**src/rtl/rr_arbiter_4.sv**
```systemverilog
// Four-requester round-robin arbiter with registered one-hot + encoded grant.
// An owner keeps the grant while requesting, up to MAX_HOLD cycles when others wait.
module rr_arbiter_4 #(
   parameter int MAX_HOLD = 4
) (
   input  logic       clk,
   input  logic       rst_n,
   input  logic [3:0] req,
   output logic [3:0] gnt,
   output logic [1:0] gnt_idx,
   output logic       gnt_valid
);

   localparam logic IDLE  = 1'b0;
   localparam logic GRANT = 1'b1;
   localparam logic [3:0] HOLD_MAX = 4'(MAX_HOLD);

   logic       state;
   logic [1:0] ptr;
   logic [3:0] hold_cnt;

   logic [3:0] cand;
   logic       win_any;
   logic [1:0] win_idx;
   logic       do_grant, do_idle, do_inc;

   // ptr is always owner+1 while granting, so masking the owner bit gives
   // both the release search and the forced-rotation search.
   always_comb cand = (state == GRANT) ? (req & ~gnt) : req;

   always_comb begin
      win_any = 1'b0;
      win_idx = ptr;
      for (int k = 0; k < 4; k++) begin
         if (!win_any && cand[ptr + 2'(k)]) begin
            win_any = 1'b1;
            win_idx = ptr + 2'(k);
         end
      end
   end

   always_comb begin
      do_grant = 1'b0;
      do_idle  = 1'b0;
      do_inc   = 1'b0;
      if (state == IDLE) begin
         do_grant = win_any;
      end else if (!req[gnt_idx]) begin
         do_grant = win_any;
         do_idle  = !win_any;
      end else if (hold_cnt < HOLD_MAX) begin
         do_inc = 1'b1;
      end else begin
         do_grant = win_any;
      end
   end

   always_ff @(posedge clk or negedge rst_n) begin
      if (!rst_n) begin
         state     <= IDLE;
         ptr       <= 2'd0;
         hold_cnt  <= 4'd0;
         gnt       <= 4'd0;
         gnt_idx   <= 2'd0;
         gnt_valid <= 1'b0;
      end else if (do_grant) begin
         state     <= GRANT;
         ptr       <= win_idx + 2'd1;
         hold_cnt  <= 4'd1;
         gnt       <= 4'b0001 << win_idx;
         gnt_idx   <= win_idx;
         gnt_valid <= 1'b1;
      end else if (do_idle) begin
         state     <= IDLE;
         gnt       <= 4'd0;
         gnt_valid <= 1'b0;
      end else if (do_inc) begin
         hold_cnt  <= hold_cnt + 4'd1;
      end
   end

endmodule

```
**config.mk**
```make
export PLATFORM = sky130hd
export DESIGN_NAME = rr_arbiter_4
export DESIGN_NICKNAME = d
export VERILOG_FILES = /design/src/rtl/rr_arbiter_4.sv
export SDC_FILE = /design/constraint.sdc
export NUM_CORES = 1
export LEC_CHECK = 0
export BUFFER_PORTS_ARGS = -buffer_cell sky130_fd_sc_hd__buf_2
export CORE_ASPECT_RATIO = 0.9
export CORE_MARGIN = 2
export CORE_UTILIZATION = 45
export CTS_CLUSTER_SIZE = 25
export DETAILED_ROUTE_END_ITERATION = 8
export PLACE_DENSITY = 0.68
export SLEW_MARGIN = 15
export SYNTH_ARGS = -nofsm -noshare
export SYNTH_HDL_FRONTEND = slang
export SYNTH_SLANG_ARGS = --single-unit
export TNS_END_PERCENT = 10
```
**constraint.sdc**
```tcl
create_clock -name clk -period 1.8 [get_ports clk]
set_clock_uncertainty 0.05 [all_clocks]
set_input_delay 0.27 -clock clk [delete_from_list [all_inputs] [get_ports clk]]
set_output_delay 0.27 -clock clk [all_outputs]
set_load 0.01 [all_outputs]
```
# After elaboration in Yosys (flattened, before gate mapping)
# Cells that the tools add are included.
# word_totals
wordCells,63
ff_bits,13
out_inout_bits,7
inputBits,6
# classes
n_eq_ne,1
order_cmp,6
n_reduce_logical,10
n_bitwise,2
n_addsub,5
mux,33
n_shift,1
# op_table
operator,n
4-bit two-way mux,6
1-bit two-way mux,19
"2-bit by 3-bit less-than comparator with 1-bit output, second input constant",5
1-bit binary-select mux with 2-bit select,5
2-bit two-way mux,3
"2-bit by 1-bit adder with 2-bit output, second input constant",2
"2-bit adder, second input constant",2
"4-bit by 1-bit adder with 4-bit output, second input constant",1
4-bit AND,1
1-bit logical NOT,4
"4-bit by 3-bit less-than comparator with 1-bit output, second input constant",1
4-bit inverter,1
2-bit nonzero test,2
"1-bit by 2-bit left shift with 4-bit output, first input constant",1
1-bit logical AND,3
"2-bit inequality test, second input constant",1
2-bit AND reduction,1

# Logic depth before layout (Yosys ltp)
# logic_depth
ltp_word,20
depth_mapped,8
ltp_nobuf,7

# Worst setup path after synthesis
# No wires, ideal clock.
# synth_path
path_type,flip-flop to flip-flop
startpoint,register state
endpoint,register ptr[1]
path_buffers,1
period_less_slack_ns,1.993
setup_time_ns,0.125
stages_incl_launch_ff,8
required_time_ns,1.625
path_slack_ns,-0.193
arrival_ns,1.818
path_cell_list,dfrtp_1 -> buf_2 -> a21bo_2 -> a211o_1 -> a21o_1 -> nand3_1 -> ha_1 -> mux2_4
# synth_between
elab_cells_between_ends,26
classes_between,add/sub: 1; mux: 19; reduce/logical: 6
# synth_lines
item,line_no,rtl
from (decl),18,logic state;
from (signal assigned),60,state <= IDLE;
from (signal assigned),67,state <= GRANT;
from (signal assigned),74,state <= IDLE;
4-bit two-way mux (*),29,always_comb cand = (state == GRANT) ? (req & ~gnt) : req;
1-bit binary-select mux with 2-bit select,35,if (!win_any && cand[ptr + 2'(k)]) begin
1-bit two-way mux (implied by the code),35,
1-bit two-way mux,35,
1-bit logical NOT,35,
1-bit logical AND,35,
1-bit two-way mux,35,
1-bit logical NOT,35,
1-bit logical AND,35,
1-bit two-way mux,35,
1-bit logical NOT,35,
1-bit logical AND,35,
2-bit two-way mux (*),35,
net win_idx[0],24,logic [1:0] win_idx;
2-bit by 1-bit adder with 2-bit output (*),68,ptr <= win_idx + 2'd1;
to (signal assigned),68,
to (decl),19,logic [1:0] ptr;
# Mark *: on every way through the listed nets, which the timed path passes. The rest lies on a longest branch. The select of a mux whose other input is x is not followed.
# A chain may end at the register's enable or synchronous reset.

# Worst setup path after layout
# layout_path
startpoint,register state
endpoint,register gnt[1]
# layout_between
elab_cells_between_ends,31
classes_between,shift: 1; mux: 22; reduce/logical: 8
# layout_lines
item,line_no,rtl
4-bit two-way mux (*),29,
1-bit binary-select mux with 2-bit select,35,
1-bit two-way mux (implied by the code),35,
1-bit two-way mux,35,
1-bit logical NOT,35,
1-bit logical AND,35,
1-bit two-way mux,35,
1-bit logical NOT,35,
1-bit logical AND,35,
1-bit two-way mux,35,
1-bit logical NOT,35,
1-bit logical AND,35,
2-bit two-way mux (*),35,
net win_idx[0],24,
1-bit by 2-bit left shift with 4-bit output (*),70,gnt <= 4'b0001 << win_idx;
4-bit two-way mux (*),66,end else if (do_grant) begin
to (signal assigned),70,
to (decl),9,"output logic [3:0] gnt,"
# Marks and branches as above.

==> metrics <==
outcome=finished, violations left; failing checks=setup timing; drt pass-1 iters=4; Synth warnings=0; DRC viols=0; fraction of layout instances using a drive strength above 1=roughly 66%; clk sinks=13; most instantiated library cell after synthesis=dfrtp_1; CP startpoint=state; CP max stage delay=0.48 ns; post-DR wirelength/cell=about 17 um; Synth Instances=80; vias=769; CORE AREA=1730 um^2; Clk pin slew, worst setup/hold paths=~0.08 ns; crit path DAT=1.98 ns; fin area=~1400 um^2; H-Tree Depth=1; async set-reset flop share out of synthesis=100%; Pwr Density=around 2200 nW/um^2; critical path class=flip-flop to flip-flop; antenna cells=0; setup ws final=-0.0645 ns; GRT overflow=0; total chip power=about 0.0031 W; CTS root buf=clkbuf_4; Final min period=roughly 1.9 ns; Die ar.=between 2000 and 2500 um^2; Chip Height=approximately 45 um; Max-Cap Viols=0; pre-CTS WS=-0.218 ns; Post-synth top cells=dfrtp_1 (13), nand2_1 (6), a21oi_1 (5), ha_1 (5), o21ai_0 (5); hpwl dp=1470 um; EDFF count, synth=0; Worst-Margin Slew=between 0.3 and 0.4 ns; final number of hold-violating endpoints=0; Seq cells post-synth=13; Cells after DPL=roughly 130; Longest Clk Path Bufs=2; Top FF cell, synth=dfrtp_1; starting density of the core=approximately half; Top cell by count, worst path=buf_6; critical path endpoint category=flip-flop; Static Leak=around 0.65 nW; IO buf count=12; mapped cell area=between 800 and 900 um^2; max-slew violations=0; Synth top area share=a little under two fifths; area grow syn2layout=65.3%; sequential area share after synthesis=between 30% and 40%; VDD IR-drop max=around 1.6 mV; RR Startpoint=state; vias per inst=approximately 5.4; die width=between 40 and 50 um; pin count of the biggest net entering global routing=14; Rel. slew slack=approximately four fifths; # setup viols final=7; initial antenna violation count=0; Worst Path Required=roughly 1.9 ns; GP Congestion=approximately 0.9; cell taking the most area after synthesis=dfrtp_1; clk_lat worst skew=0.27 ns; Cell variety after synth=33; Detail Route Antenna Nets=0; row cnt=14; NumNets Final=around 130; Mapped Nets=about 90; Crit-path slowest cell=dfrtp_2; drt total wl=~2400 um; clock buffer count from CTS=3; IO Pins=13; crit-path cells=buf_6 -> buf_4 -> a21oi_4 -> a21o_1 -> nand3_4 -> buf_6 -> ha_4 -> o221a_4; 1st-iter DRT viols=10; crit path max fanout=6; CP Launch Type=flip-flop; first-pass GRT wire length=roughly 4000 um; f_max=roughly 0.54 GHz; vias in the first global route=810; Min-Delay Path Class=primary input to async pin; top post-synthesis cells by area=dfrtp_1 (38%), ha_1 (7.3%), mux2_4 (5.3%), o221a_2 (5.3%), a21oi_1 (2.9%); Finished Layout Cells=143; RSZ-0062 raised after global routing=true; synthesized area per cell=between 10 and 15 um^2; post-placement cell area=1050 um^2; TritonCTS clock tree=done; Tot GR Track Use=about a quarter; Tcrit/Tclk final=104%
-- placed cells by master, fill, tap and decap left out, drive strengths merged, types with 2 or more instances in the layout --
cell,Yosys,routed
clkbuf,1,4
buf,3,38
inv,4,4
nand2,6,6
mux2i,2,2
or2b,2,2
mux2,4,4
dfrtp,13,13
o21ai,5,5
nor2,5,5
a21boi,3,3
a21oi,5,5
nand2b,2,2
o221a,4,4
a21bo,2,2
ha,5,5
and3,2,2
-- worst max-delay path, delay by kind of cell, from the launching register on --
family | cells | cell delay, ns
flops | 1 | 0.48
compound gates | 3 | 0.51
buf+inv | 3 | 0.46
fa+ha+maj | 1 | 0.14
simple gates | 1 | 0.12
-- cells by family after synthesis --
logic type      Yosys count  share of synthesized area (%)
compound gates           26                           22.9
fa+ha+maj                 5                           7.34
buf+inv                   8                           4.84
flops                    13                           38.2
mux                       7                           11.6
simple gates             21                           15.1
-- stage by stage --
| step | util, % | hold slack (ns) | TNS, ns |
|---|---|---|---|
| floorplan | - | -0.0756 | -0.472 |
| global placement | 60.5 | 0.119 | -1.21 |
| detailed placement | 60.5 | 0.122 | -1.20 |
| CTS | 76.1 | 0.363 | -0.201 |
| global route | 81.2 | 0.386 | -0.830 |
| finish | 81.2 | 0.359 | -0.318 |
-- path summary, 6_finish.rpt --
check,depth (start not counted),slack (ns),endpoint
setup / recovery,8,-0.06,gnt[1]
hold / removal,2,0.36,gnt[2]
setup reg to reg,8,-0.06,gnt[1]
hold reg to reg,1,0.46,hold_cnt[0]
max in group asynchronous,2,1.09,state
min in group clk,1,0.46,hold_cnt[0]
-- where the power goes --
part           switching, W  internal (W)
Sequential         0.000175      0.000433
Combinational       0.00102       0.00134
Clock             0.0000898     0.0000857
-- metal layers --
layer  part of all wire (%)  vias to the layer above  track usage, %
met3                    4.0                        4            2.98
met4                    1.1                        0            12.2
met1                     48                      373            33.3
met2                     47                       21            38.7
met5                      0                        -               0
li1                       -                      371               -
-- layout make-up --
class | count | area, um^2
multi-input cells | 59 | 701
flip-flops and latches | 13 | 327
fillers | 93 | 325
repair buffers | 39 | 303
well taps | 24 | 30.0
clock buffers | 4 | 26.3
inverters | 4 | 22.5
-- flip-flops by register name (all words and copies together), names as in the netlist --
name / cells
gnt: 4
gnt_idx: 2
hold_cnt: 4
ptr: 2
state: 1
-- timing repair --
item                       in CTS  in global routing
hold buffers                    1                  0
hold endpoints to repair       13                  0
buffers inserted                8                  1
setup endpoints to repair      10                 10
gates resized for setup        44                 17
pin swaps                      13                  7
(Power assumes the default switching activity.)
